<file path="src/rtl/decode_stage_if.sv">
// Purpose: handshake and decoded-bundle bus of the RV32I decode stage.
// Fetch side : in_valid, in_ready, inst, in_pc, flush
// Execute side: out_valid, out_ready, out_pc, rd, rs1_addr, rs2_addr, alu_op,
//               addr_alu_op, funct3, imm, wb_sel, reg_we, mem_rd, mem_wr,
//               branch, jump, illegal
// Modports: slave = the decode stage, master = its fetch/execute neighbours.
interface decode_stage_if #(
    parameter int unsigned XLEN = 32
);
    logic            in_valid;
    logic            in_ready;
    logic [31:0]     inst;
    logic [XLEN-1:0] in_pc;
    logic            flush;
    logic            out_valid;
    logic            out_ready;
    logic [XLEN-1:0] out_pc;
    logic [4:0]      rd;
    logic [4:0]      rs1_addr;
    logic [4:0]      rs2_addr;
    logic [2:0]      alu_op;
    logic [1:0]      addr_alu_op;
    logic [2:0]      funct3;
    logic [XLEN-1:0] imm;
    logic [1:0]      wb_sel;
    logic            reg_we;
    logic            mem_rd;
    logic            mem_wr;
    logic            branch;
    logic            jump;
    logic            illegal;

    modport slave (
        input  in_valid, inst, in_pc, flush, out_ready,
        output in_ready, out_valid, out_pc, rd, rs1_addr, rs2_addr, alu_op,
               addr_alu_op, funct3, imm, wb_sel, reg_we, mem_rd, mem_wr,
               branch, jump, illegal
    );

    modport master (
        output in_valid, inst, in_pc, flush, out_ready,
        input  in_ready, out_valid, out_pc, rd, rs1_addr, rs2_addr, alu_op,
               addr_alu_op, funct3, imm, wb_sel, reg_we, mem_rd, mem_wr,
               branch, jump, illegal
    );
endinterface

</file>
<file path="src/rtl/decode_stage.sv">
// Purpose: registered RV32I instruction-decode stage holding one entry.
// Ports: clk, rst_n (async active-low), bus (decode_stage_if.slave) carrying
//        the fetch handshake (inst/in_pc) and the decoded execute bundle.
// in_ready is combinational; every other output is registered.
module decode_stage #(
    parameter int unsigned XLEN = 32
) (
    input  logic         clk,
    input  logic         rst_n,
    decode_stage_if.slave bus
);
    localparam logic [6:0] OPC_LUI    = 7'b0110111;
    localparam logic [6:0] OPC_AUIPC  = 7'b0010111;
    localparam logic [6:0] OPC_JAL    = 7'b1101111;
    localparam logic [6:0] OPC_JALR   = 7'b1100111;
    localparam logic [6:0] OPC_BRANCH = 7'b1100011;
    localparam logic [6:0] OPC_LOAD   = 7'b0000011;
    localparam logic [6:0] OPC_STORE  = 7'b0100011;
    localparam logic [6:0] OPC_OPIMM  = 7'b0010011;
    localparam logic [6:0] OPC_OP     = 7'b0110011;

    // Registered outputs
    logic            r_valid;
    logic [XLEN-1:0] r_pc;
    logic [4:0]      r_rd, r_rs1, r_rs2;
    logic [2:0]      r_alu_op, r_funct3;
    logic [1:0]      r_addr_op, r_wb_sel;
    logic [XLEN-1:0] r_imm;
    logic            r_reg_we, r_mem_rd, r_mem_wr, r_branch, r_jump, r_illegal;

    // Combinational decode of the incoming word
    logic [31:0] w_inst;
    logic [6:0]  w_opc;
    logic [2:0]  w_f3;
    logic [31:0] w_imm_i, w_imm_s, w_imm_b, w_imm_u, w_imm_j, w_imm_r;
    logic [31:0] w_imm;
    logic [2:0]  w_alu_op;
    logic [1:0]  w_addr_op, w_wb_sel;
    logic        w_reg_we, w_mem_rd, w_mem_wr, w_branch, w_jump, w_illegal;
    logic        w_in_ready, w_capture;

    assign w_inst = bus.inst;
    assign w_opc  = w_inst[6:0];
    assign w_f3   = w_inst[14:12];

    assign w_imm_i = {{20{w_inst[31]}}, w_inst[31:20]};
    assign w_imm_s = {{20{w_inst[31]}}, w_inst[31:25], w_inst[11:7]};
    assign w_imm_b = {{19{w_inst[31]}}, w_inst[31], w_inst[7], w_inst[30:25],
                      w_inst[11:8], 1'b0};
    assign w_imm_u = {w_inst[31:12], 12'b0};
    assign w_imm_j = {{11{w_inst[31]}}, w_inst[31], w_inst[19:12], w_inst[20],
                      w_inst[30:21], 1'b0};
    // OP carries funct7 in imm[11:5] so the ALU can pick ADD/SUB, SRL/SRA
    assign w_imm_r = {20'b0, w_inst[31:25], 5'b0};

    // Per-opcode control decode; illegal encodings drop all side effects
    always_comb begin
        w_imm     = '0;
        w_alu_op  = 3'd0;
        w_addr_op = 2'd0;
        w_wb_sel  = 2'd0;
        w_reg_we  = 1'b0;
        w_mem_rd  = 1'b0;
        w_mem_wr  = 1'b0;
        w_branch  = 1'b0;
        w_jump    = 1'b0;
        w_illegal = 1'b0;

        if (w_inst[1:0] != 2'b11) begin
            w_illegal = 1'b1;
        end else begin
            unique case (w_opc)
                OPC_LUI: begin
                    w_imm    = w_imm_u;
                    w_reg_we = 1'b1;
                end
                OPC_AUIPC: begin
                    w_imm     = w_imm_u;
                    w_addr_op = 2'd1;
                    w_wb_sel  = 2'd1;
                    w_reg_we  = 1'b1;
                end
                OPC_JAL: begin
                    w_imm     = w_imm_j;
                    w_alu_op  = 3'd1;
                    w_addr_op = 2'd1;
                    w_reg_we  = 1'b1;
                    w_jump    = 1'b1;
                end
                OPC_JALR: begin
                    w_imm     = w_imm_i;
                    w_alu_op  = 3'd1;
                    w_addr_op = 2'd2;
                    w_reg_we  = 1'b1;
                    w_jump    = 1'b1;
                    w_illegal = (w_f3 != 3'b000);
                end
                OPC_BRANCH: begin
                    w_imm     = w_imm_b;
                    w_addr_op = 2'd1;
                    w_branch  = 1'b1;
                    w_illegal = (w_f3 == 3'b010) || (w_f3 == 3'b011);
                end
                OPC_LOAD: begin
                    w_imm     = w_imm_i;
                    w_addr_op = 2'd2;
                    w_wb_sel  = 2'd2;
                    w_mem_rd  = 1'b1;
                    w_reg_we  = 1'b1;
                    w_illegal = (w_f3 == 3'b011) || (w_f3 == 3'b110) ||
                                (w_f3 == 3'b111);
                end
                OPC_STORE: begin
                    w_imm     = w_imm_s;
                    w_alu_op  = 3'd4;
                    w_addr_op = 2'd2;
                    w_mem_wr  = 1'b1;
                    w_illegal = (w_f3 > 3'b010);
                end
                OPC_OPIMM: begin
                    w_imm    = w_imm_i;
                    w_alu_op = 3'd5;
                    w_reg_we = 1'b1;
                end
                OPC_OP: begin
                    w_imm    = w_imm_r;
                    w_alu_op = 3'd6;
                    w_reg_we = 1'b1;
                end
                default: w_illegal = 1'b1;
            endcase
        end

        if (w_illegal) begin
            w_reg_we = 1'b0;
            w_mem_rd = 1'b0;
            w_mem_wr = 1'b0;
            w_branch = 1'b0;
            w_jump   = 1'b0;
        end
        // x0 is hardwired; never request a write to it
        if (w_inst[11:7] == 5'd0) begin
            w_reg_we = 1'b0;
        end
    end

    assign w_in_ready = !r_valid || bus.out_ready;
    assign w_capture  = bus.in_valid && w_in_ready && !bus.flush;

    // Single-entry holding register; flush beats capture, capture beats drain
    always_ff @(posedge clk or negedge rst_n) begin
        if (!rst_n) begin
            r_valid   <= 1'b0;
            r_pc      <= '0;
            r_rd      <= '0;
            r_rs1     <= '0;
            r_rs2     <= '0;
            r_alu_op  <= '0;
            r_funct3  <= '0;
            r_addr_op <= '0;
            r_wb_sel  <= '0;
            r_imm     <= '0;
            r_reg_we  <= 1'b0;
            r_mem_rd  <= 1'b0;
            r_mem_wr  <= 1'b0;
            r_branch  <= 1'b0;
            r_jump    <= 1'b0;
            r_illegal <= 1'b0;
        end else if (bus.flush) begin
            r_valid <= 1'b0;
        end else if (w_capture) begin
            r_valid   <= 1'b1;
            r_pc      <= bus.in_pc;
            r_rd      <= w_inst[11:7];
            r_rs1     <= w_inst[19:15];
            r_rs2     <= w_inst[24:20];
            r_alu_op  <= w_alu_op;
            r_funct3  <= w_f3;
            r_addr_op <= w_addr_op;
            r_wb_sel  <= w_wb_sel;
            r_imm     <= XLEN'(w_imm);
            r_reg_we  <= w_reg_we;
            r_mem_rd  <= w_mem_rd;
            r_mem_wr  <= w_mem_wr;
            r_branch  <= w_branch;
            r_jump    <= w_jump;
            r_illegal <= w_illegal;
        end else if (bus.out_ready) begin
            r_valid <= 1'b0;
        end
    end

    assign bus.in_ready    = w_in_ready;
    assign bus.out_valid   = r_valid;
    assign bus.out_pc      = r_pc;
    assign bus.rd          = r_rd;
    assign bus.rs1_addr    = r_rs1;
    assign bus.rs2_addr    = r_rs2;
    assign bus.alu_op      = r_alu_op;
    assign bus.addr_alu_op = r_addr_op;
    assign bus.funct3      = r_funct3;
    assign bus.imm         = r_imm;
    assign bus.wb_sel      = r_wb_sel;
    assign bus.reg_we      = r_reg_we;
    assign bus.mem_rd      = r_mem_rd;
    assign bus.mem_wr      = r_mem_wr;
    assign bus.branch      = r_branch;
    assign bus.jump        = r_jump;
    assign bus.illegal     = r_illegal;
endmodule
</file>
<file path="src/flat_wrapper.sv">
// flat-port wrapper written by rule: the top's interface ports become plain ports
module decode_stage_flat 
#(
    parameter int unsigned XLEN = 32
)
  (clk, rst_n, bus_in_valid, bus_inst, bus_in_pc, bus_flush, bus_out_ready, bus_in_ready, bus_out_valid, bus_out_pc, bus_rd, bus_rs1_addr, bus_rs2_addr, bus_alu_op, bus_addr_alu_op, bus_funct3, bus_imm, bus_wb_sel, bus_reg_we, bus_mem_rd, bus_mem_wr, bus_branch, bus_jump, bus_illegal);
  decode_stage_if #(.XLEN(XLEN)) bus_i ();
  input  logic clk;
  input  logic rst_n;
  input wire logic [$bits(bus_i.in_valid)-1:0] bus_in_valid;
  input wire logic [$bits(bus_i.inst)-1:0] bus_inst;
  input wire logic [$bits(bus_i.in_pc)-1:0] bus_in_pc;
  input wire logic [$bits(bus_i.flush)-1:0] bus_flush;
  input wire logic [$bits(bus_i.out_ready)-1:0] bus_out_ready;
  output wire logic [$bits(bus_i.in_ready)-1:0] bus_in_ready;
  output wire logic [$bits(bus_i.out_valid)-1:0] bus_out_valid;
  output wire logic [$bits(bus_i.out_pc)-1:0] bus_out_pc;
  output wire logic [$bits(bus_i.rd)-1:0] bus_rd;
  output wire logic [$bits(bus_i.rs1_addr)-1:0] bus_rs1_addr;
  output wire logic [$bits(bus_i.rs2_addr)-1:0] bus_rs2_addr;
  output wire logic [$bits(bus_i.alu_op)-1:0] bus_alu_op;
  output wire logic [$bits(bus_i.addr_alu_op)-1:0] bus_addr_alu_op;
  output wire logic [$bits(bus_i.funct3)-1:0] bus_funct3;
  output wire logic [$bits(bus_i.imm)-1:0] bus_imm;
  output wire logic [$bits(bus_i.wb_sel)-1:0] bus_wb_sel;
  output wire logic [$bits(bus_i.reg_we)-1:0] bus_reg_we;
  output wire logic [$bits(bus_i.mem_rd)-1:0] bus_mem_rd;
  output wire logic [$bits(bus_i.mem_wr)-1:0] bus_mem_wr;
  output wire logic [$bits(bus_i.branch)-1:0] bus_branch;
  output wire logic [$bits(bus_i.jump)-1:0] bus_jump;
  output wire logic [$bits(bus_i.illegal)-1:0] bus_illegal;
  assign bus_i.in_valid = bus_in_valid;
  assign bus_i.inst = bus_inst;
  assign bus_i.in_pc = bus_in_pc;
  assign bus_i.flush = bus_flush;
  assign bus_i.out_ready = bus_out_ready;
  assign bus_in_ready = bus_i.in_ready;
  assign bus_out_valid = bus_i.out_valid;
  assign bus_out_pc = bus_i.out_pc;
  assign bus_rd = bus_i.rd;
  assign bus_rs1_addr = bus_i.rs1_addr;
  assign bus_rs2_addr = bus_i.rs2_addr;
  assign bus_alu_op = bus_i.alu_op;
  assign bus_addr_alu_op = bus_i.addr_alu_op;
  assign bus_funct3 = bus_i.funct3;
  assign bus_imm = bus_i.imm;
  assign bus_wb_sel = bus_i.wb_sel;
  assign bus_reg_we = bus_i.reg_we;
  assign bus_mem_rd = bus_i.mem_rd;
  assign bus_mem_wr = bus_i.mem_wr;
  assign bus_branch = bus_i.branch;
  assign bus_jump = bus_i.jump;
  assign bus_illegal = bus_i.illegal;
  decode_stage #(.XLEN(XLEN)) u_core (.clk(clk), .rst_n(rst_n), .bus(bus_i));
endmodule
</file>
<file path="config.mk">
export PLATFORM = sky130hd
export DESIGN_NAME = decode_stage_flat
export DESIGN_NICKNAME = d
export VERILOG_FILES = /design/src/rtl/decode_stage_if.sv /design/src/rtl/decode_stage.sv /design/src/flat_wrapper.sv
export SDC_FILE = /design/constraint.sdc
export NUM_CORES = 1
export LEC_CHECK = 0
export ABC_AREA = 1
export ABC_CLOCK_PERIOD_IN_PS = 1500
export CORE_AREA = 2 2 120 122
export CTS_CLUSTER_DIAMETER = 50
export DETAILED_ROUTE_END_ITERATION = 8
export DIE_AREA = 0 0 122 124
export HOLD_SLACK_MARGIN = 0.08
export PLACE_DENSITY = 0.6
export SLEW_MARGIN = 20
export SYNTH_ARGS = -nofsm -noshare
export SYNTH_HDL_FRONTEND = slang
export SYNTH_SLANG_ARGS = --single-unit
</file>
<file path="constraint.sdc">
create_clock -name clk -period 1.5 [get_ports clk]
set_input_delay 0.225 -clock clk [delete_from_list [all_inputs] [get_ports clk]]
set_output_delay 0.225 -clock clk [all_outputs]
set_load 0.01 [all_outputs]
</file>
Word level (Yosys, flattened, before mapping):

Cells that the tools add are included.

* register bits after elaboration: 96
* word-level logic and storage cells: 80

* $lt $le $gt $ge: 1
* equality and inequality tests: 14
* multiplexer cells: 29
* bitwise gates (word level): 1
* reductions and logical operators: 19

Operators with widths (count)
* $pmux 32 s6: 1
* $mux 32: 1
* $eq 7x6->1 const B: 3
* $eq 7x7->1 const B: 3
* $mux 1: 20
* $eq 7x5->1 const B: 2
* $pmux 3 s4: 1
* $reduce_or 3->1: 3
* $pmux 2 s2: 2
* $eq 7x2->1 const B: 1
* $reduce_or 7->1: 1
* $eq 3x2->1 const B: 2
* $eq 3x3->1 const B: 2
* $reduce_bool 3->1: 2
* $logic_not 5->1: 1
* $pmux 1 s5: 1
* $reduce_or 5->1: 1
* $logic_or 1x1->1: 4
* $mux 2: 2
* $reduce_or 2->1: 2
* $gt 3x2->1 const B: 1
* $mux 3: 1
* $logic_and 1x1->1: 2
* $logic_not 1->1: 2
* other kinds (3): 3

Longest topological paths before layout:

Gate-level depths: netlist of run 1.

* depth in word-level cells: 7
* depth in mapped cells: 10
* gate-level depth less buffers: 9

Worst setup path after synthesis of run 1:

OpenSTA, ideal clock, no wires.

* path type: reg-to-reg
* start: register u_core.r_valid, in the netlist u_core.bus.out_valid
* end: register u_core.r_pc[19], in the netlist u_core.bus.out_pc[19]
* arrival: 1.218 ns
* data required time: 1.383 ns
* path slack: 0.165 ns
* stages on the path, launching flop included: 9
* buffers on the path: 2
* period minus slack after synthesis: 1.335 ns
* path through: dfrtp_1 inv_1 nor2_1 nor3_1 inv_1 buf_2 clkbuf_1 nand2_1 nand2_1

* word-level cells in the longest chain between the ends: 5

RTL lines
* start, declared: RTL line decode_stage.sv:23 `logic r_valid;`
* start signal, assigned: RTL line decode_stage.sv:153 `r_valid <= 1'b0;`
* start signal, assigned: RTL line decode_stage.sv:170 `r_valid <= 1'b0;`
* start signal, assigned: RTL line decode_stage.sv:172 `r_valid <= 1'b1;`
* $logic_not 1->1: RTL line decode_stage.sv:147 `assign w_in_ready = !r_valid || bus.out_ready;`
* $logic_or 1x1->1: RTL line decode_stage.sv:147
* $logic_and 1x1->1 (2 in series): RTL line decode_stage.sv:148 `assign w_capture = bus.in_valid && w_in_ready && !bus.flush;`
* $reduce_and 2->1 (no line)
* end signal, assigned: RTL line decode_stage.sv:173 `r_pc <= bus.in_pc;`
* end, declared: RTL line decode_stage.sv:24 `logic [XLEN-1:0] r_pc;`

Every way passes these cells.
A chain may end at the register's enable or synchronous reset.

Worst setup path after layout of run 1:

* start: register u_core.r_imm[22], in the netlist u_core.bus.imm[22]
* end: output bus_imm[22]

RTL lines
* start, declared: RTL line decode_stage.sv:28 `logic [XLEN-1:0] r_imm;`
* start signal, assigned: RTL line decode_stage.sv:181 `r_imm <= XLEN'(w_imm);`
* end, declared: RTL line flat_wrapper.sv:24 `output wire logic [$bits(bus_i.imm)-1:0] bus_imm;`

No word-level cell between the ends.

==> metrics.md, run 1 <==
| Metric | Value |
|---|---|
| Max stage delay cell, worst path | clkdlybuf4s50_1 |
| Initial antenna violation count | 0 |
| Syn Area/Cell | between 7 and 8 µm² |
| Htree depth | 3 |
| Register area | 0.002402 mm² |
| Placed instance area | 0.006494 mm² |
| Post-synth ARST share | 100.0% |
| YS warnings | 0 |
| CORE AREA | 0.01372 mm² |
| Post-synthesis mux area share | 0% |
| Hold depth | 3 |
| Post-route cell area | 0.006999 mm² |
| Predominant post-synthesis flop cell | dfrtp_1 |
| Placed Cells | between 900 and 1000 |
| Die Y | 124 µm |
| Vias | approximately 4200 |
| Share of layout cells above drive strength 1 | 11.80% |
| Vias in the first global route | approximately 4300 |
| Final Hold Fails | 0 |
| Peak VDD IR | 0.4363 mV |
| CP endpoint kind | output pin |
| Area leader, netlist | dfrtp_1 |
| Antenna-violating nets left | 0 |
| Sink Count | 96 |
| Top-count cell post-synth | nand2_1 |
| Status | finished, final reports clean |
| Pin count of the biggest net entering global routing | 52 |
| Layout Area Growth over Synthesis | 59.92% |
| Io pins | ~170 |
| Syn Inst Count | 549 |
| Mapped Nets | between 600 and 700 |
| DRT Pass-1 Iters | 5 |
| Critical Path Fanout Max | 2 |
| Pre-CTS WS | -0.3423 ns |
| Period Utilization, post-route | a little over nine tenths |
| Std cell rows | 43 |
| Routed len/inst | 14.65 µm |
| Hold WC Path Type | in2reg |
| Worst-path clk slew | around 0.07 ns |
| Slew HR | 76.78% |
| Non-filler cells, final | 926 |
| Root Buffer | clkbuf_16 |
| Fill cell count | 1317 |
| Synth Area in Adders | 0% |
| Clock Skews | approximately 0.010 ns |
| Mapped Area | 0.004377 mm² |
| Cell family with most CP delay | buffers and inverters |
| Crit path depth | 1 |
| CP required | about 1.3 ns |
| RePlAce Congestion | 0.9760 |
| Netlist cell types | 25 |
| Final Max Tran Viols | 0 |
| Arrival @ worst endpoint | between 1 and 1.5 ns |
| Number of max-cap violations | 0 |
| Diodes inserted | 0 |
| Synth Area in Simple Gates | 34.91% |
| Worst-skew pair later-pin latency | between 0.3 and 0.4 ns |
| Largest family of logic cells by synthesized area | simple AND/OR/NAND/NOR gates |
| Critical Path Source Type | flop |
| Die width | 122 µm |
| Worst R2R Path Depth | 8 |
| Vias/cell | 4.551 |
| Crit path buffers/inverters | 1 |
| Post-synthesis register bit count | 96 |
| Final layout net count | 810 |
| Reg2reg setup slack | 0.14 ns |
| DRT iter0 DRCs | 315 |
| CP peak stage delay | 0.54 ns |
| Peak Freq | 0.6809 GHz |
| Worst Setup EP | bus_imm[22] |
| DRC | 0 |
| Dominant cells by area after synthesis | dfrtp_1, nand2_1, nand3_1 |
| TritonCTS clock tree | yes |
| CP Launch Point | u_core.bus.imm[22]$_DFFE_PN0P_ |
| Post-synth EDFFs | 0 |
| Static Leakage | around 4.4 nW |
| Fin crit period | around 1.5 ns |
| TritonCTS Buffers | 9 |
| Initial core utilization | 31.90% |
| Register area share after synthesis | 54.89% |
| Final setup margin | 0.03144 ns |
| Global route overflow | 0 |
| Overall Global Routing Usage | a little under a fifth |
| Pwr Density | 974.2 mW/mm² |
| Worst-Margin Slew | roughly 0.35 ns |
| CTS Buffer Depth | 2 |
| First-pass GRT wire length | 21360 µm |
| Top cells by count, synth | nand2_1, dfrtp_1, nand3_1 |
| CP Class | reg2out |
| Post-synthesis xor/xnor area fraction | 0% |
| RR Startpoint | u_core.bus.out_valid$_DFFE_PN0P_ |
| Drt total wl | between 10000 and 15000 µm |
| Crit-path cells | clkdlybuf4s50_1 |
| # setup viols final | 0 |
| Multi-input gate area | 0.001763 mm² |
| RSZ-0062 raised after global routing | false |
| Compound-cell area share of the yosys netlist | 4.431% |
| FF-to-FF End | u_core.bus.jump$_DFFE_PN0P_ |
| DP HPWL | 9953 µm |
| Synth top area share | 54.89% |
| Die area | 0.01513 mm² |
| Port buffer count | 165 |
-- metrics by stage --
step	setup TNS (ns)	hold slack (ns)	utilization [%]	total power [mW]
3_5_place_dp	-20.53	0.1563	47.33	4.357
6_report	0	0.2288	51.02	6.818
2_1_floorplan	0	-0.07059	-	3.439
3_3_place_gp	-18.63	0.1530	47.33	4.332
5_1_grt	0	0.2451	51.02	7.177
4_1_cts	0	0.3215	49.69	6.938
-- report_power, final --
group / internal, mW / leakage, nW / switching, mW / total, mW
clock: 1.53 / 0.162 / 1.05 / 2.58
sequential: 2.82 / 1.26 / 0.126 / 2.95
combinational: 0.677 / 2.94 / 0.612 / 1.29
-- how the worst min path moves through the flow --
| stage | from | to |
|---|---|---|
| floorplan | rst_n | u_core.bus.addr_alu_op[0]$_DFFE_PN0P_ |
| global placement | rst_n | u_core.bus.out_pc[18]$_DFFE_PN0P_ |
| detailed placement | rst_n | u_core.bus.out_pc[18]$_DFFE_PN0P_ |
| CTS | rst_n | u_core.bus.out_pc[18]$_DFFE_PN0P_ |
| global route | bus_inst[5] | u_core.bus.alu_op[1]$_DFFE_PN0P_ |
| finish | bus_inst[5] | u_core.bus.alu_op[1]$_DFFE_PN0P_ |
-- worst min-delay path, stage by stage --
cell and delay, ns:
dlymetal6s2s_1 0.17, nand2_1 0.08, o21ai_0 0.06
-- per-layer routing --
layer / part of all wire (%) / global-route usage, % / vias up
met5: 0 / 0 / -
met4: 2.1 / 7.256 / 0
met3: 4.9 / 3.022 / 16
met2: 47 / 30.13 / 125
met1: 46 / 23.98 / 1981
li1: - / - / 2092
-- placed cells by master, fill, tap and decap left out, drive strengths merged --
| master | count |
|---|---|
| nand3 | 37 |
| bufinv | 2 |
| nand4 | 1 |
| dlygate4sd2 | 23 |
| a21boi | 2 |
| clkbuf | 10 |
| nand2 | 292 |
| nor2 | 21 |
| a21oi | 7 |
| nor3 | 2 |
| inv | 27 |
| o21ai | 26 |
| nand3b | 11 |
| clkinv | 3 |
| o22ai | 1 |
| dlygate4sd3 | 1 |
| buf | 42 |
| dlymetal6s2s | 55 |
| clkinvlp | 1 |
| clkdlybuf4s50 | 86 |
| dfrtp | 96 |
-- cells by family (layout without fill, tap and decap cells) --
kind of cell / count (synthesis) / after routing
AOI/OAI and AO/OA: 36 / 36
DFF: 96 / 96
and+or+nand+nor: 364 / 364
buffers and inverters: 53 / 250
-- timing repair --
action,4_1_cts,5_1_grt
gates cloned,0,0
endpoints found under the setup margin,23,87
hold endpoints to repair,21,0
pin swaps,0,4
gates resized for setup,24,66
setup buffers,0,1
hold buffers,1,0
-- flip-flops by register name, summed over array words and instances, names as in the netlist --
name	cells
u_core.bus.funct3	3
u_core.bus.out_pc	32
u_core.bus.branch	1
u_core.bus.out_valid	1
u_core.bus.addr_alu_op	2
u_core.bus.mem_rd	1
u_core.bus.jump	1
u_core.bus.rs1_addr	5
u_core.bus.illegal	1
u_core.bus.wb_sel	2
u_core.bus.alu_op	3
u_core.bus.rs2_addr	5
u_core.bus.rd	5
u_core.bus.reg_we	1
u_core.bus.imm	32
u_core.bus.mem_wr	1
-- cell type report --
type	instances	share of cell area, %
multi-input cells	400	25.19
repair buffers	207	30.91
well taps	180	3.218
inverters	27	1.502
clock inverters	6	1.448
clock buffers	10	3.414
flip-flops and latches	96	34.32
Power figures use the tool's default switching activity.
==> run 2, diff against run 1 <==
--- a/config.mk
+++ b/config.mk
@@ -5,14 +5,14 @@
 export SDC_FILE = /design/constraint.sdc
 export NUM_CORES = 1
 export LEC_CHECK = 0
-export ABC_AREA = 1
 export ABC_CLOCK_PERIOD_IN_PS = 1500
-export CORE_AREA = 2 2 120 122
+export CORE_AREA = 2 2 105 107
 export CTS_CLUSTER_DIAMETER = 50
 export DETAILED_ROUTE_END_ITERATION = 8
-export DIE_AREA = 0 0 122 124
+export DIE_AREA = 0 0 107 109
 export HOLD_SLACK_MARGIN = 0.08
-export PLACE_DENSITY = 0.6
+export PLACE_DENSITY = 0.73
+export REMOVE_ABC_BUFFERS = 1
 export SLEW_MARGIN = 20
 export SYNTH_ARGS = -nofsm -noshare
 export SYNTH_HDL_FRONTEND = slang
==> metrics.md, run 2 <==
| Metric | Value |
|---|---|
| DRT Pass-1 Iters | 4 (was 5) |
| Antenna-violating nets left | 0 (unchanged) |
| Syn Inst Count | 325 (was 549) |
| Io pins | 166 (unchanged) |
| Share of layout cells above drive strength 1 | 30.50% (was 11.80%) |
| Dominant cells by area after synthesis | dfrtp_1, mux2_2, a22o_1 (was dfrtp_1, nand2_1, nand3_1) |
| Initial core utilization | 39.25% (was 31.90%) |
| Pin count of the biggest net entering global routing | 57 (was 52) |
| Netlist cell types | 46 (was 25) |
| Fin util | 65.91% (was 51.02%) |
| Top cells by count, synth | dfrtp_1, mux2_2, a22o_1 (was nand2_1, dfrtp_1, nand3_1) |
| Peak Freq | 0.6555 GHz (was 0.6809 GHz) |
| Hold WC Path Type | in2async (was in2reg) |
| DRC | 0 (unchanged) |
| Post-synth EDFFs | 0 (unchanged) |
| GRT Max-Usage Layer | met2 (unchanged) |
| Htree depth | 3 (unchanged) |
| Final Hold Fails | 0 (unchanged) |
| Diodes inserted | 0 (unchanged) |
| Setup TNS Final | -0.09357 ns (was 0 ns) |
| GR Util met1 | 28.34% (was 23.98%) |
| Max stage delay cell, worst path | a211oi_4 (was clkdlybuf4s50_1) |
| RR Startpoint | u_core.bus.out_valid$_DFFE_PN0P_ (unchanged) |
| Fill cell count | 853 (was 1317) |
| Overall Global Routing Usage | 20.71% (was 18.25%) |
| Global route overflow | 0 (unchanged) |
| CP peak stage delay | 0.39 ns (was 0.54 ns) |
| Crit path buffers/inverters | 3 (was 1) |
| Root Buffer | clkbuf_8 (was clkbuf_16) |
| CORE AREA | 0.01060 mm² (was 0.01372 mm²) |
| Reg2reg setup slack | 0.04 ns (was 0.14 ns) |
| Worst-Margin Slew | 0.4084 ns (was 0.3483 ns) |
| Sink Count | 96 (unchanged) |
| # setup viols final | 8 (was 0) |
| Most common cell after layout, fill and taps aside | dfrtp_1 (was nand2_1) |
| DRT iter0 DRCs | 170 (was 315) |
| Static Leakage | 3.666 nW (was 4.359 nW) |
| Worst R2R Path Depth | 6 (was 8) |
| Initial antenna violation count | 0 (unchanged) |
| First-pass GRT wire length | 18730 µm (was 21360 µm) |
| Period Utilization, post-route | 101.7% (was 97.90%) |
| Die area | 0.01166 mm² (was 0.01513 mm²) |
| Register area share after synthesis | 57.73% (was 54.89%) |
| Number of max-cap violations | 0 (unchanged) |
| Met3 GRT Util | 3.228% (was 3.022%) |
| Die Y | 109 µm (was 124 µm) |
| TritonCTS Buffers | 9 (unchanged) |
| Critical Path Source Type | input pin (was flop) |
| YS warnings | 0 (unchanged) |
| Area leader, netlist | dfrtp_1 (unchanged) |
| Std cell rows | 38 (was 43) |
| DP HPWL | 8478 µm (was 9953 µm) |
| TritonCTS clock tree | yes (unchanged) |
| Met2 Use GR | 33.89% (was 30.13%) |
| Top-count cell post-synth | dfrtp_1 (was nand2_1) |
| Worst-path clk slew | 0.10 ns (was 0.07 ns) |
| Total power | 6.286 mW (was 6.818 mW) |
| Layout Area Growth over Synthesis | 67.92% (was 59.92%) |
| Predominant post-synthesis flop cell | dfrtp_1 (unchanged) |
| Failing checks | setup timing |
| Synth top area share | 57.73% (was 54.89%) |
| Drt total wl | 11660 µm (was 13570 µm) |
| CP Class | in2reg (was reg2out) |
| Arrival @ worst endpoint | 1.83 ns (was 1.24 ns) |
| Vias/cell | 5.149 (was 4.551) |
| Post-synthesis register bit count | 96 (unchanged) |
| Pwr Density | 899.6 mW/mm² (was 974.2 mW/mm²) |
| Worst-skew pair later-pin latency | 0.36 ns (was 0.35 ns) |
| Critical Path Fanout Max | 6 (was 2) |
| Fin crit period | 1.526 ns (was 1.469 ns) |
| Post-synth ARST share | 100.0% (unchanged) |
| Vias | 3625 (was 4214) |
| RSZ-0062 raised after global routing | true (was false) |
| Final setup margin | -0.02557 ns (was 0.03144 ns) |
| Mapped Area | 0.004161 mm² (was 0.004377 mm²) |
| Most frequent cells in the layout | dfrtp_1, buf_4, clkdlybuf4s50_1 (was nand2_1, dfrtp_1, clkdlybuf4s50_1) |
| Crit path depth | 7 (was 1) |
| Syn Area/Cell | 12.80 µm² (was 7.972 µm²) |
| Vias in the first global route | 3673 (was 4274) |
| Clock Skews | 0.007196 ns (was 0.01038 ns) |
| FF-to-FF End | u_core.bus.imm[13]$_DFFE_PN0P_ (was u_core.bus.jump$_DFFE_PN0P_) |
| Peak VDD IR | 0.4862 mV (was 0.4363 mV) |
| Status | complete, but fails checks (was finished, final reports clean) |
| Routed len/inst | 16.57 µm (was 14.65 µm) |
| Final layout net count | 628 (was 810) |
| Port buffer count | 165 (unchanged) |
| RePlAce Congestion | 0.9180 (was 0.9760) |
| CP required | 1.80 ns (was 1.27 ns) |
| Final Max Tran Viols | 0 (unchanged) |
| Slew HR | 72.68% (was 76.78%) |
| CP endpoint kind | flop (was output pin) |
| CTS Buffer Depth | 2 (unchanged) |
| Die width | 107 µm (was 122 µm) |
| Crit-path cells | clkdlybuf4s15_1 -> buf_6 -> and4bb_2 -> o2bb2a_4 -> a211oi_4 -> buf_12 -> a221o_1 (was clkdlybuf4s50_1) |
| Cell family with most CP delay | compound AO/OA/AOI/OAI gates (was buffers and inverters) |
-- run 2: changes by cell type after synthesis, sizes merged, moves of 4 or more --
cell,delta
a221o,+9
a22o,+30
buf,-5
inv,-22
mux2,+50
nand2,-275
nand2b,+4
nand3,-23
nand3b,-11
nor2,-9
o21ai,-8
o31ai,+4
-- run 2: logic make-up after synthesis --
logic type | synth area share (%)
muxes | 13.53
DFF | 57.73
buffers and inverters | 3.338
AOI/OAI and AO/OA | 16.57
and+or+nand+nor | 8.840
-- run 2: final cells by class --
type | instances | area (µm²) | area share [%]
clock buffer | 9 | 123.9 | 1.773
inverter | 5 | 18.77 | 0.2686
tap | 140 | 175.2 | 2.507
timing repair buffer | 247 | 2470 | 35.34
clock inverter | 7 | 95.09 | 1.361
sequential | 96 | 2402 | 34.38
multi-input combinational | 200 | 1703 | 24.37
-- run 2: how the worst max path moves through the flow --
stage	endpoint	slack [ns]	startpoint
after CTS	bus_imm[17]	0.0006	u_core.bus.imm[17]$_DFFE_PN0P_
after global routing	u_core.bus.imm[13]$_DFFE_PN0P_	-0.06	bus_flush
after detailed placement	u_core.bus.imm[13]$_DFFE_PN0P_	-0.63	bus_inst[2]
final	u_core.bus.imm[13]$_DFFE_PN0P_	-0.03	bus_inst[6]
after floorplan	u_core.bus.imm[12]$_DFFE_PN0P_	-1.88	u_core.bus.out_valid$_DFFE_PN0P_
after global placement	u_core.bus.imm[3]$_DFFE_PN0P_	-0.51	bus_inst[6]
-- run 2: report_power, final --
group          switching, mW  internal (mW)  total [mW]
Combinational          0.598          0.863        1.46
Clock                  0.926          0.943        1.87
Sequential             0.117           2.84        2.96
-- run 2: what timing repair did --
action	in CTS	in global routing
resized for setup	82	49
pin swaps	8	3
hold buffers	1	0
gates cloned	1	1
endpoints found under the setup margin	102	73
hold endpoints to repair	96	0
setup buffers	9	0
-- run 2: worst register-to-register path, cell delays in order, from the launching register on --
cell	delay, ns
dfrtp_1	0.39
nand2b_1	0.09
buf_4	0.15
nand3_4	0.11
a211oi_4	0.37
buf_12	0.17
a221o_1	0.14
-- run 2: stage by stage --
step                      hold WS (ns)  std cells  setup WS (ns)  area [µm²]
final                           0.2502        704       -0.02557        6988
after global routing            0.2418        704       -0.05696        6988
after CTS                       0.2179        703      0.0006323        6850
after detailed placement       0.07596        677        -0.6288        6531
after global placement         0.07045        677        -0.5103        6531
after floorplan               -0.07059        301         -1.880        4041
-- run 2: per-layer routing --
metal	up-vias	part of all wire [%]
li1	1678	-
met1	1826	45
met2	111	49
met3	10	5.1
met4	0	1.3
met5	-	0
==> run 3, diff against run 2 <==
--- a/config.mk
+++ b/config.mk
@@ -13,6 +13,7 @@
 export HOLD_SLACK_MARGIN = 0.08
 export PLACE_DENSITY = 0.73
 export REMOVE_ABC_BUFFERS = 1
+export SETUP_SLACK_MARGIN = 0.1
 export SLEW_MARGIN = 20
 export SYNTH_ARGS = -nofsm -noshare
 export SYNTH_HDL_FRONTEND = slang
==> metrics.md, run 3 (same netlist as run 2, synthesis figures left out) <==
| Metric | Value |
|---|---|
| Multi-input gate area | 0.001894 mm² (was 0.001703 mm²) |
| Vias/cell | 5.148 (was 5.149) |
| Final hold slack | 0.1476 ns (was 0.2502 ns) |
| Hold depth | 2 |
| Final setup margin | 0.04749 ns (was -0.02557 ns) |
| Initial core utilization | 39.25% (unchanged) |
| Worst-path clk slew | 0.10 ns (about the same) |
| Pwr Density | 895.7 mW/mm² (was 899.6 mW/mm²) |
| Register area | 0.002402 mm² (unchanged) |
| Worst-Margin Slew | 0.3640 ns (was 0.4084 ns) |
| Drt total wl | 12210 µm (was 11660 µm) |
| Switching share of power | 26.51% (was 26.11%) |
| RePlAce Congestion | 0.9180 (unchanged) |
| Share of layout cells above drive strength 1 | 32.51% (was 30.50%) |
| Fill cell count | 841 (was 853) |
| # setup viols final | 0 (was 8) |
| Critical Path Fanout Max | 16 (was 6) |
| Hold wc startpoint | bus_flush |
| Psw | 1.700 mW (was 1.641 mW) |
| Vias | 3650 (was 3625) |
| Peak Freq | 0.6885 GHz (was 0.6555 GHz) |
| Peak VDD IR | 0.4984 mV (was 0.4862 mV) |
| Layout Area Growth over Synthesis | 72.07% (was 67.92%) |
| Slew HR | 75.71% (was 72.68%) |
| Hold WC Path Type | in2reg (was in2async) |
| First-pass GRT wire length | 19380 µm (was 18730 µm) |
| Clock Power Share | 29.3% (was 29.7%) |
| Period Utilization, post-route | 96.83% (was 101.7%) |
| RR Startpoint | u_core.bus.out_valid$_DFFE_PN0P_ (unchanged) |
| Arrival @ worst endpoint | 1.70 ns (was 1.83 ns) |
| DRC | 0 (unchanged) |
| Clock Skews | 0.005881 ns (was 0.007196 ns) |
| Htree depth | 3 (unchanged) |
| Antenna-violating nets left | 0 (unchanged) |
| Final layout net count | 633 (was 628) |
| Static Leakage | 3.580 nW (was 3.666 nW) |
| RSZ-0062 raised after global routing | true (unchanged) |
| FF-to-FF End | u_core.bus.imm[16]$_DFFE_PN0P_ (was u_core.bus.imm[13]$_DFFE_PN0P_) |
| Sink Count | 96 (unchanged) |
| Worst R2R Path Depth | 6 (unchanged) |
| Root Buffer | clkbuf_8 (unchanged) |
| Diodes inserted | 0 (unchanged) |
| Global route overflow | 0 (unchanged) |
| Die Y | 109 µm (unchanged) |
| CP endpoint kind | flop (unchanged) |
| CP Class | reg2reg (was in2reg) |
| Die width | 107 µm (unchanged) |
| Vias in the first global route | 3739 (was 3673) |
| TritonCTS Buffers | 9 (unchanged) |
| Port buffer count | 165 (unchanged) |
| CORE AREA | 0.01060 mm² (unchanged) |
| Most common cell after layout, fill and taps aside | dlygate4sd2_1 (was dfrtp_1) |
| Fin crit period | 1.453 ns (was 1.526 ns) |
| Flop pwr share | 46.3% (was 47.0%) |
| Status | finished, final reports clean (was complete, but fails checks) |
| Pre-CTS WS | -0.6288 ns (unchanged) |
| Io pins | 166 (unchanged) |
| Routed len/inst | 17.23 µm (was 16.57 µm) |
| DP HPWL | 8478 µm (unchanged) |
| Critical Path Source Type | flop (was input pin) |
| Most frequent cells in the layout | dlygate4sd2_1, dfrtp_1, buf_4 (was dfrtp_1, buf_4, clkdlybuf4s50_1) |
| TritonCTS clock tree | yes (unchanged) |
| Overall Global Routing Usage | 21.50% (was 20.71%) |
| Pin count of the biggest net entering global routing | 57 (unchanged) |
| Number of max-cap violations | 0 (unchanged) |
| Total power | 6.414 mW (was 6.286 mW) |
| Std cell rows | 38 (unchanged) |
| CTS Buffer Depth | 2 (unchanged) |
| Die area | 0.01166 mm² (unchanged) |
| Worst-skew pair later-pin latency | 0.36 ns (about the same) |
| DRT Pass-1 Iters | 5 (was 4) |
| Logic pwr share | 24.4% (was 23.3%) |
| Initial antenna violation count | 0 (unchanged) |
| DRT iter0 DRCs | 217 (was 170) |
| Worst Hold Path EP | u_core.bus.out_valid$_DFFE_PN0P_ |
| Internal power | 4.713 mW (was 4.645 mW) |
| Reg2reg setup slack | 0.05 ns (was 0.04 ns) |
| Final Hold Fails | 0 (unchanged) |
| CP required | 1.75 ns (was 1.80 ns) |
| Final Max Tran Viols | 0 (unchanged) |
==> run 3: changes by cell type in the layout (fill, tap and decap cells not counted), moves of 6 or more <==
cell            previous run  this run
dlygate4sd2_1             58       101
dlymetal6s2s_1            41         1
mux2_2                    50        10
mux2_4                     0        40
buf_6                      5        12
buf_4                     65        59
==> run 3: power groups by stage <==
stage	Combinational, mW	Clock (mW)	Sequential [mW]
final	1.57	1.88	2.97
after global routing	1.68	2.03	3.01
after CTS	1.45	1.90	2.96
after detailed placement	1.54	0	3.02
after global placement	1.52	0	3.01
after floorplan	0.380	0	3.13
==> run 3: metal layers <==
layer  part of all wire (%)  GRT usage (%)  vias up
met5                      0              0        -
met4                    1.4          6.586        0
met3                    4.6          3.168       13
met2                     49          35.76      127
met1                     45          29.33     1823
li1                       -              -     1687
==> run 3: through the flow <==
stage / TNS, ns / cells / utilization [%] / instance area, µm²
final: 0 / 709 / 67.54 / 7161
after global routing: -0.3103 / 709 / 67.54 / 7161
after CTS: 0 / 708 / 65.38 / 6932
after detailed placement: -40.29 / 677 / 61.60 / 6531
after global placement: -37.36 / 677 / 61.60 / 6531
after floorplan: -142.80 / 301 / - / 4041
==> run 3: worst max-delay path: stages (launching register included) <==
cell	delay [ns]
dfrtp_1	0.39
nand2b_1	0.10
buf_4	0.13
nand2_4	0.05
buf_12	0.16
buf_16	0.16
a221o_1	0.35
==> run 3: cell type report <==
cell class	instances	area share, %
Tap cell	140	2.446
Sequential cell	96	33.55
Multi-Input combinational cell	200	26.45
Clock inverter	7	1.328
Clock buffer	9	1.730
Timing Repair Buffer	252	34.23
Inverter	5	0.2621
==> run 3: worst max path at each step <==
stage,startpoint,end,slack [ns]
after global routing,u_core.bus.out_valid$_DFFE_PN0P_,u_core.bus.imm[18]$_DFFE_PN0P_,-0.04
after detailed placement,bus_inst[2],u_core.bus.imm[13]$_DFFE_PN0P_,-0.63
after CTS,u_core.bus.out_valid$_DFFE_PN0P_,bus_in_ready,0.02
after global placement,bus_inst[6],u_core.bus.imm[3]$_DFFE_PN0P_,-0.51
final,u_core.bus.out_valid$_DFFE_PN0P_,u_core.bus.imm[16]$_DFFE_PN0P_,0.05
after floorplan,u_core.bus.out_valid$_DFFE_PN0P_,u_core.bus.imm[12]$_DFFE_PN0P_,-1.88
==> run 3: timing repair <==
action / CTS / global route
hold buffers: 1 / 0
pin swaps: 18 / 10
endpoints found under the setup margin: 189 / 91
hold endpoints to repair: 96 / 0
gates cloned: 3 / 1
buffers inserted: 11 / 0
gates resized for setup: 149 / 56
